$ cat src/rtl/text_write_ctrl_pkg.sv
// Shared constants and types for the text RAM write sequencer.
// ASCII codes, FSM state encoding and default screen geometry.
package text_pkg;

    localparam int DEF_COLS   = 32;
    localparam int DEF_ROWS   = 8;
    localparam int DEF_ADDR_W = 8;

    localparam logic [7:0] ASCII_BS    = 8'h08;
    localparam logic [7:0] ASCII_LF    = 8'h0A;
    localparam logic [7:0] ASCII_FF    = 8'h0C;
    localparam logic [7:0] ASCII_CR    = 8'h0D;
    localparam logic [7:0] ASCII_SPACE = 8'h20;
    localparam logic [7:0] ASCII_TILDE = 8'h7E;

    typedef enum logic [1:0] {
        CLEAR = 2'd0,
        IDLE  = 2'd1,
        WRITE = 2'd2
    } text_state_e;

    function automatic logic is_printable(input logic [7:0] c);
        return (c >= ASCII_SPACE) && (c <= ASCII_TILDE);
    endfunction

endpackage

$ cat src/rtl/text_write_ctrl_if.sv
// Character stream in, text RAM write port and status out.
// The master side is the producer/observer, the slave side is the sequencer.
interface text_write_if
    import text_pkg::*;
#(
    parameter int ADDR_W = DEF_ADDR_W
);
    logic [7:0]        char_in;
    logic              char_valid;
    logic              char_ready;
    logic              we;
    logic [ADDR_W-1:0] waddr;
    logic [7:0]        wdata;
    logic              ram_busy;
    logic [ADDR_W-1:0] cursor_addr;

    modport master (
        output char_in, char_valid,
        input  char_ready, we, waddr, wdata, ram_busy, cursor_addr
    );

    modport slave (
        input  char_in, char_valid,
        output char_ready, we, waddr, wdata, ram_busy, cursor_addr
    );
endinterface

$ cat src/rtl/text_write_ctrl_cursor.sv
// Row/column cursor with advance, newline, backspace and home commands.
// Both counters wrap by natural overflow; prev_addr is the backspace target.
module text_cursor #(
    parameter int COLS = 32,
    parameter int ROWS = 8
) (
    input  logic                                 clk,
    input  logic                                 reset,
    input  logic                                 advance,
    input  logic                                 newline,
    input  logic                                 backspace,
    input  logic                                 home,
    output logic [$clog2(ROWS)+$clog2(COLS)-1:0] addr,
    output logic [$clog2(ROWS)+$clog2(COLS)-1:0] prev_addr,
    output logic                                 at_origin
);
    localparam int CW = $clog2(COLS);
    localparam int RW = $clog2(ROWS);

    logic [CW-1:0] col_reg;
    logic [RW-1:0] row_reg;
    logic [CW-1:0] prev_col;
    logic [RW-1:0] prev_row;
    logic          col_last;
    logic          col_zero;

    assign col_last  = (col_reg == CW'(COLS - 1));
    assign col_zero  = (col_reg == '0);
    assign at_origin = col_zero && (row_reg == '0);

    // Stepping back from column 0 lands on the last column of the row above.
    assign prev_col  = col_reg - 1'b1;
    assign prev_row  = col_zero ? (row_reg - 1'b1) : row_reg;

    assign addr      = {row_reg, col_reg};
    assign prev_addr = {prev_row, prev_col};

    always_ff @(posedge clk or posedge reset) begin
        if (reset) begin
            col_reg <= '0;
            row_reg <= '0;
        end else if (home) begin
            col_reg <= '0;
            row_reg <= '0;
        end else if (newline) begin
            col_reg <= '0;
            row_reg <= row_reg + 1'b1;
        end else if (advance) begin
            if (col_last) begin
                col_reg <= '0;
                row_reg <= row_reg + 1'b1;
            end else begin
                col_reg <= col_reg + 1'b1;
            end
        end else if (backspace && !at_origin) begin
            col_reg <= prev_col;
            row_reg <= prev_row;
        end
    end

endmodule

$ cat src/rtl/text_write_ctrl.sv
// Owns the text RAM write port: sweeps it with CLEAR_CHAR after reset and
// form feed, then writes accepted characters at a row/column cursor.
module text_write_ctrl
    import text_pkg::*;
#(
    parameter int         COLS       = DEF_COLS,
    parameter int         ROWS       = DEF_ROWS,
    parameter int         ADDR_W     = DEF_ADDR_W,
    parameter logic [7:0] CLEAR_CHAR = ASCII_SPACE
) (
    input  logic        clk,
    input  logic        reset,
    text_write_if.slave bus
);
    localparam logic [1:0] S_CLEAR = CLEAR;
    localparam logic [1:0] S_IDLE  = IDLE;
    localparam logic [1:0] S_WRITE = WRITE;

    logic [1:0]        state_reg;
    logic [ADDR_W:0]   cnt_reg;
    logic              we_reg;
    logic [ADDR_W-1:0] waddr_reg;
    logic [7:0]        wdata_reg;
    logic              ram_busy_reg;

    logic              accept;
    logic              is_print;
    logic              is_newline;
    logic              is_bs;
    logic              is_ff;
    logic [ADDR_W-1:0] cur_addr;
    logic [ADDR_W-1:0] prev_addr;
    logic              at_origin;

    assign accept     = bus.char_valid && (state_reg == S_IDLE);
    assign is_print   = is_printable(bus.char_in);
    assign is_newline = (bus.char_in == ASCII_LF) || (bus.char_in == ASCII_CR);
    assign is_bs      = (bus.char_in == ASCII_BS);
    assign is_ff      = (bus.char_in == ASCII_FF);

    text_cursor #(
        .COLS (COLS),
        .ROWS (ROWS)
    ) u_cursor (
        .clk       (clk),
        .reset     (reset),
        .advance   (accept && is_print),
        .newline   (accept && is_newline),
        .backspace (accept && is_bs),
        .home      (accept && is_ff),
        .addr      (cur_addr),
        .prev_addr (prev_addr),
        .at_origin (at_origin)
    );

    always_ff @(posedge clk or posedge reset) begin
        if (reset) begin
            state_reg    <= S_CLEAR;
            cnt_reg      <= '0;
            we_reg       <= 1'b0;
            waddr_reg    <= '0;
            wdata_reg    <= '0;
            ram_busy_reg <= 1'b1;
        end else begin
            case (state_reg)
                S_CLEAR: begin
                    // The extra counter bit marks the cycle after the last address.
                    if (cnt_reg[ADDR_W]) begin
                        state_reg    <= S_IDLE;
                        cnt_reg      <= '0;
                        we_reg       <= 1'b0;
                        ram_busy_reg <= 1'b0;
                    end else begin
                        we_reg       <= 1'b1;
                        waddr_reg    <= cnt_reg[ADDR_W-1:0];
                        wdata_reg    <= CLEAR_CHAR;
                        ram_busy_reg <= 1'b1;
                        cnt_reg      <= cnt_reg + 1'b1;
                    end
                end
                S_IDLE: begin
                    we_reg <= 1'b0;
                    if (accept) begin
                        if (is_print) begin
                            we_reg    <= 1'b1;
                            waddr_reg <= cur_addr;
                            wdata_reg <= bus.char_in;
                            state_reg <= S_WRITE;
                        end else if (is_bs && !at_origin) begin
                            we_reg    <= 1'b1;
                            waddr_reg <= prev_addr;
                            wdata_reg <= CLEAR_CHAR;
                            state_reg <= S_WRITE;
                        end else if (is_ff) begin
                            cnt_reg   <= '0;
                            state_reg <= S_CLEAR;
                        end
                    end
                end
                S_WRITE: begin
                    we_reg    <= 1'b0;
                    state_reg <= S_IDLE;
                end
                default: begin
                    we_reg    <= 1'b0;
                    state_reg <= S_CLEAR;
                end
            endcase
        end
    end

    assign bus.char_ready  = (state_reg == S_IDLE);
    assign bus.we          = we_reg;
    assign bus.waddr       = waddr_reg;
    assign bus.wdata       = wdata_reg;
    assign bus.ram_busy    = ram_busy_reg;
    assign bus.cursor_addr = cur_addr;

endmodule

$ cat src/flat_wrapper.sv
// flat-port wrapper written by rule: the top's interface ports become plain ports
module text_write_ctrl_flat import text_pkg::*;
#(
    parameter int         COLS       = DEF_COLS,
    parameter int         ROWS       = DEF_ROWS,
    parameter int         ADDR_W     = DEF_ADDR_W,
    parameter logic [7:0] CLEAR_CHAR = ASCII_SPACE
)
  (clk, reset, bus_char_in, bus_char_valid, bus_char_ready, bus_we, bus_waddr, bus_wdata, bus_ram_busy, bus_cursor_addr);
  text_write_if #(.ADDR_W(ADDR_W)) bus_i ();
  input  logic clk;
  input  logic reset;
  input wire logic [$bits(bus_i.char_in)-1:0] bus_char_in;
  input wire logic [$bits(bus_i.char_valid)-1:0] bus_char_valid;
  output wire logic [$bits(bus_i.char_ready)-1:0] bus_char_ready;
  output wire logic [$bits(bus_i.we)-1:0] bus_we;
  output wire logic [$bits(bus_i.waddr)-1:0] bus_waddr;
  output wire logic [$bits(bus_i.wdata)-1:0] bus_wdata;
  output wire logic [$bits(bus_i.ram_busy)-1:0] bus_ram_busy;
  output wire logic [$bits(bus_i.cursor_addr)-1:0] bus_cursor_addr;
  assign bus_i.char_in = bus_char_in;
  assign bus_i.char_valid = bus_char_valid;
  assign bus_char_ready = bus_i.char_ready;
  assign bus_we = bus_i.we;
  assign bus_waddr = bus_i.waddr;
  assign bus_wdata = bus_i.wdata;
  assign bus_ram_busy = bus_i.ram_busy;
  assign bus_cursor_addr = bus_i.cursor_addr;
  text_write_ctrl #(.COLS(COLS), .ROWS(ROWS), .ADDR_W(ADDR_W), .CLEAR_CHAR(CLEAR_CHAR)) u_core (.clk(clk), .reset(reset), .bus(bus_i));
endmodule
$ cat config.mk
export PLATFORM = sky130hd
export DESIGN_NAME = text_write_ctrl_flat
export DESIGN_NICKNAME = d
export VERILOG_FILES = /design/src/rtl/text_write_ctrl_pkg.sv /design/src/rtl/text_write_ctrl_if.sv /design/src/rtl/text_write_ctrl_cursor.sv /design/src/rtl/text_write_ctrl.sv /design/src/flat_wrapper.sv
export SDC_FILE = /design/constraint.sdc
export NUM_CORES = 1
export LEC_CHECK = 0
export ABC_AREA = 1
export CORE_MARGIN = 2
export CORE_UTILIZATION = 49
export DETAILED_ROUTE_END_ITERATION = 8
export PLACE_DENSITY = 0.74
export SLEW_MARGIN = 20
export SYNTH_ARGS = -nofsm -noshare
export SYNTH_HDL_FRONTEND = slang
export SYNTH_SLANG_ARGS = --single-unit
$ cat constraint.sdc
create_clock -name clk -period 1.7 [get_ports clk]
set_clock_uncertainty 0.2 [all_clocks]
set_input_delay 0.34 -clock clk [delete_from_list [all_inputs] [get_ports clk]]
set_output_delay 0.34 -clock clk [all_outputs]
set_load 0.01 [all_outputs]
==> results_dict.tcl, run 1 <==
set metrics [dict create \
    maxSlewViolCount 0 \
    hpwl_um 4750 \
    r2r_cells 12 \
    netSwitchingPower_mw 2.86 \
    grt_overflow_total 0 \
    synth-seq-cells 37 \
    synthCells 320 \
    root_buffer "clkbuf_8" \
    r2r_end "u_core.bus.waddr[7]" \
    layout.nets 457 \
    largest_reg_flops 9 \
    die_w_um 74.6 \
    p_int_mw 3.55 \
    wl_per_cell_um 17.4 \
    clkSinkCount 37 \
    finalSetupTns_ns -4.94 \
    diodes 0 \
    worstPathArrival_ns 1.96 \
    worstPathRequired_ns 1.69 \
    rsz0062_at_grt "true" \
    violations "setup timing" \
    numPlacedInstances 468 \
    hold_viol_final 0 \
    tightest_slew_ns 0.349 \
    fmax_mhz 509 \
    die_y_um 74.6 \
    fin_ws_ns -0.265 \
    grt_antenna_before_repair 0 \
    critPathKind "reg -> reg" \
    drive_gt1_frac 0.425 \
    core_area_mm2 0.00475 \
    fin_area_mm2 0.00393 \
    wl_um 8830 \
    slew_headroom 0.766 \
    ant_nets 0 \
    swShare 0.446 \
    r2r_slack_ns -0.27 \
    numCtsBuffers 5 \
    critPathCaptureType "register" \
    grt_max_degree 38 \
    grt_pass1_vias 2481 \
    r2r-start "u_core.u_cursor.row_reg[0]" \
    synth_cell_types 35 \
    yosys.area.top_type_share 0.369 \
    vias 2897 \
    portBuffers 37 \
    yosysMostFrequentCell "nand2_1" \
    cts_tree "yes" \
    synth_commonest_cells "94 x nand2_1, 36 x dfrtp_1, 32 x inv_1" \
    h-tree-depth 2 \
    area_growth_pct 60.9 \
    drtIter0Drc 296 \
    gp_congestion 0.929 \
    synth-edff-count 0 \
    firstDrtPassIters 8 \
    setup_viol 28 \
    pwr-share-comb 0.650 \
    synthTopCellsByArea "dfrtp_1 37%, nand2_1 14%, inv_1 4.9%, nor2_1 4.0%, a21oi_1 3.9%" \
    yosys_most_used_dff "dfrtp_1" \
    track_usage 0.279 \
    hp-class "in -> async" \
    ff_latch_area_um2 932 \
    yosys_warnings 0 \
    crit_path_start "u_core.u_cursor.row_reg[0]" \
    utilization 0.826 \
    synth_area_leader_cell "dfrtp_1" \
    path_clk_slew_ns 0.08 \
    fillers 262 \
    fin_hold_ws_ns 0.188 \
    synth_seq_area_share 0.380 \
    async_reset_ff_frac 1.00 \
    seqPwrFrac 0.220 \
    cts_buffer_depth 2 \
    multiInputGateArea_mm2 0.00157 \
    power_leakage_nw 2.01 \
    post-route-min-period_ns 1.97 \
    drcViolationCount 0 \
    core.rowCount 25 \
    clock_power_share 0.130 \
    vias_per_cell 5.71 \
    synthesis.area_mm2 0.00244 \
    cp-start-kind "register" \
    boundaryPins 38 \
    post_dp_cell_area_mm2 0.00327 \
    ir_drop_v 0.00106 \
    period_share 1.16 \
    cp_max_fo 8 \
    pwr_density_cell_mw_per_mm2 1630 \
    synth_nets 338 \
    grt_pass1_wl_um 11700 \
    maxCapViolations 0 \
    outcome "finished with violations" \
    avgSynthCellArea_um2 7.63 \
    final-instance-count-excl-fill 507 \
    initial_utilization 0.513 \
    die-area_mm2 0.00556 \
    clk_latency_ns 0.30 \
]
[layout by cell type, fill, tap and decap left out, types with 11 or more instances in the layout]
master / synthesis / layout
nor2_1: 26 / 20
dlygate4sd2_1: 0 / 31
nand2_1: 94 / 74
a21oi_1: 19 / 16
buf_4: 1 / 65
nand2_4: 5 / 14
dfrtp_1: 36 / 32
inv_1: 32 / 24
inv_2: 4 / 11
nand2_2: 6 / 17
nand3_1: 16 / 13
[per-layer routing]
metal,routed length [µm],track usage
met3,893,0.0556
met2,4060,0.471
met4,592,0.0952
met5,0,0
met1,3280,0.358
[kinds of logic after synthesis]
group | Yosys count | synth area share
AOI/OAI and AO/OA | 50 | 0.121
and+or+nand+nor | 176 | 0.354
xor gates and xnor gates | 6 | 0.0215
buffers and inverters | 44 | 0.0871
adders and majority gates | 7 | 0.0359
DFF | 37 | 0.380
[power groups by stage]
stage	registers (mW)	logic, mW	clock network (mW)
floorplan	1.50	1.59	0
global placement	1.42	2.94	0
detailed placement	1.43	3.00	0
CTS	1.40	3.51	0.825
global route	1.43	4.41	0.867
finish	1.41	4.17	0.836
[area by class of cell]
cell class,count,area share
multi-input combinational,239,0.399
timing repair buffer,120,0.276
clock buffer,6,0.0210
inverter,36,0.0354
tap,67,0.0213
clock inverter,2,0.00955
sequential,37,0.237
[worst max-delay path, cell delays in order, from the launching register on]
cell     delay (ns)
dfrtp_2        0.42
inv_2          0.09
ha_4           0.13
inv_2          0.04
nor2_4         0.14
nand4_4        0.12
nand2_2        0.12
nand2_2        0.07
nand2_4        0.09
nand2_4        0.09
or2_1          0.25
nand2_1        0.07
inv_1          0.04
[worst max-delay path by stage]
stage               cells after the start  slack, ns             endpoint
floorplan                              12      -0.08  u_core.bus.waddr[7]
finish                                 12      -0.27  u_core.bus.waddr[7]
global placement                       11      -0.48  u_core.bus.waddr[7]
global route                           12      -0.33  u_core.bus.waddr[7]
detailed placement                     11      -0.50  u_core.bus.waddr[7]
CTS                                    12      -0.15  u_core.bus.waddr[7]
[metrics by stage]
step	worst slack, ns	power (mW)
after floorplan	-0.0845	3.09
after global placement	-0.481	4.36
after detailed placement	-0.502	4.43
after CTS	-0.146	5.74
after global routing	-0.334	6.72
final	-0.265	6.42
[repair_timing]
| item | in CTS | in global routing |
|---|---|---|
| pin swaps | 29 | 17 |
| setup buffers | 21 | 9 |
| hold buffers | 0 | 0 |
| resized for setup | 97 | 36 |
| cloned | 1 | 0 |
| endpoints found under the setup margin | 62 | 30 |
No activity file was read; power rests on OpenSTA's default activity.
==> run 2, diff against run 1 <==
--- a/config.mk
+++ b/config.mk
@@ -6,8 +6,10 @@
 export NUM_CORES = 1
 export LEC_CHECK = 0
 export ABC_AREA = 1
+export CORE_ASPECT_RATIO = 1.2
 export CORE_MARGIN = 2
 export CORE_UTILIZATION = 49
+export CTS_CLUSTER_SIZE = 28
 export DETAILED_ROUTE_END_ITERATION = 8
 export PLACE_DENSITY = 0.74
 export SLEW_MARGIN = 20
==> run 2 against run 1 <==
- the run still ends with setup timing left
- via count decreased by 2.6%
- critical endpoint is now u_core.bus.waddr[1]
- clock-buffer cell count decreased by 1
- clock power increased by 14%
- final cell count decreased by 3.2%
- critical path depth unchanged
- non-clock buffer count decreased by 11
- first-iteration DRC count decreased by 11%
- cell area decreased by 0.45%
- sequential share of layout area increased by 0.074 points
==> results_dict.tcl, run 2 (synthesized netlist as in run 1, its figures left out) <==
set metrics [dict create \
    use_met2 0.502 \
    critPathKind "reg -> reg" \
    cp-endpoint "u_core.bus.waddr[1]" \
    fillers 284 \
    fin_ws_ns -0.148 \
    fin_area_mm2 0.00391 \
    hp-class "in -> async" \
    grt_antenna_before_repair 0 \
    diodes 0 \
    cts_buffer_depth 2 \
    r2r_cells 12 \
    place_ws_ns -0.485 \
    post-route-min-period_ns 1.85 \
    slew_headroom 0.784 \
    ant_nets 0 \
    drcViolationCount 0 \
    rsz0062_at_grt "true" \
    ir_drop_v 0.00103 \
    mostFrequentLayoutCells "67 x nand2_1, 57 x buf_4, 33 x dfrtp_1" \
    post_dp_cell_area_mm2 0.00329 \
    power_leakage_nw 2.00 \
    outcome "finished with violations" \
    setup_viol 24 \
    layout.nets 448 \
    path_cells "inv_2 > ha_4 > inv_2 > nor2_4 > nand4_4 > nand2_4 > nand2_4 > nand2_4 > buf_4 > nand2_2 > nand2_1 > nand2_1" \
    track_usage 0.285 \
    grt_pass1_wl_um 11800 \
    numPlacedInstances 461 \
    wl_per_cell_um 18.0 \
    core_area_mm2 0.00487 \
    vias 2822 \
    hold_viol_final 0 \
    fmax_mhz 541 \
    crit_path_start "u_core.u_cursor.row_reg[0]" \
    use_met3 0.0457 \
    path_clk_slew_ns 0.09 \
    die-area_mm2 0.00556 \
    fin_hold_ws_ns 0.192 \
    grt_pass1_vias 2585 \
    violations "setup timing" \
    grt_max_degree 38 \
    slowest_delay_ns 0.42 \
    gp_congestion 0.881 \
    final_common_cell "nand2_1" \
    busiest_layer "met2" \
    drtIter0Drc 263 \
    critPathCaptureType "register" \
    final-instance-count-excl-fill 491 \
    boundaryPins 38 \
    root_buffer "clkbuf_8" \
    portBuffers 37 \
    crit_top_cell "nand2_4" \
    largest_reg_flops 9 \
    clkSinkCount 37 \
    cp_max_fo 4 \
    firstDrtPassIters 5 \
    grt_overflow_total 0 \
    hold_buffers 0 \
    die_w_um 68.4 \
    r2r_slack_ns -0.15 \
    period_share 1.09 \
    tightest_slew_ns 0.322 \
    maxSlewViolCount 0 \
    numCtsBuffers 5 \
    worstPathArrival_ns 1.84 \
    core.rowCount 28 \
    crit_buf_inv 3 \
    initial_utilization 0.501 \
    crit_path_top_delay_cell "dfrtp_2" \
    cts_tree "yes" \
    die_y_um 81.3 \
    cp-start-kind "register" \
    worstPathRequired_ns 1.69 \
    maxCapViolations 0 \
    h-tree-depth 2 \
    cp.depth 12 \
    worst_path_dominant_cell_family "simple AND/OR/NAND/NOR gates" \
    wl_um 8820 \
    r2r_end "u_core.bus.waddr[1]" \
    area_growth_pct 60.2 \
    hpwl_um 4870 \
    vias_per_cell 5.75 \
    r2r-start "u_core.u_cursor.row_reg[0]" \
    clk_latency_ns 0.30 \
    pwr_density_cell_mw_per_mm2 1630 \
    drive_gt1_frac 0.429 \
    use_met1 0.331 \
]
==> run 2: worst min-delay path by stage <==
| stage | slack [ns] | cells past startpoint | start | endpoint |
|---|---|---|---|---|
| 2_1_floorplan | 0.27 | 2 | u_core.bus.ram_busy | u_core.bus.ram_busy |
| 3_3_place_gp | 0.26 | 2 | u_core.bus.ram_busy | u_core.bus.ram_busy |
| 3_5_place_dp | 0.26 | 2 | u_core.bus.ram_busy | u_core.bus.ram_busy |
| 4_1_cts | 0.20 | 3 | reset | u_core.bus.wdata[3] |
| 5_1_grt | 0.23 | 3 | reset | u_core.cnt_reg[5] |
| 6_report | 0.19 | 3 | reset | u_core.bus.wdata[0] |
==> run 2: worst reg2reg max path: stages (launching register included) <==
cell and delay, ns:
dfrtp_2 0.42, inv_2 0.09, ha_4 0.13, inv_2 0.04
nor2_4 0.09, nand4_4 0.12, nand2_4 0.11, nand2_4 0.05
nand2_4 0.09, buf_4 0.12, nand2_2 0.08, nand2_1 0.12
nand2_1 0.08
==> run 2: stage by stage <==
| stage | total power [mW] | setup TNS [ns] | utilization |
|---|---|---|---|
| global route | 6.70 | -3.97 | 0.803 |
| global placement | 4.49 | -14.00 | 0.676 |
| CTS | 5.69 | -2.32 | 0.748 |
| finish | 6.38 | -2.22 | 0.803 |
| floorplan | 3.09 | -0.186 | - |
| detailed placement | 4.55 | -14.59 | 0.676 |
==> run 2: metal layers <==
metal / up-vias / share of wire / wire length [µm]
met5: - / 0 / 0
met4: 0 / 0.050 / 437
met3: 57 / 0.076 / 667
met2: 185 / 0.52 / 4540
met1: 1326 / 0.36 / 3170
li1: 1254 / - / -
==> run 2: final cells by class <==
class | instances | area (µm²) | share of cell area
Clock inverter | 3 | 68.8 | 0.0176
Sequential cell | 37 | 931 | 0.238
Multi-Input combinational cell | 241 | 1650 | 0.422
Timing Repair Buffer | 109 | 980 | 0.250
Tap cell | 60 | 75.1 | 0.0192
Clock buffer | 5 | 68.8 | 0.0176
Inverter | 36 | 138 | 0.0352
==> run 2: power by group <==
| group | leakage (nW) | switching [mW] | internal [mW] | total (mW) |
|---|---|---|---|---|
| sequential | 0.476 | 0.250 | 1.17 | 1.42 |
| clock | 0.0687 | 0.363 | 0.591 | 0.954 |
| combinational | 1.46 | 2.22 | 1.79 | 4.01 |
==> run 2: timing repair <==
item,4_1_cts,5_1_grt
setup buffers,12,12
pin swaps,32,25
cloned,2,0
resized for setup,90,56
setup endpoints to repair,59,32
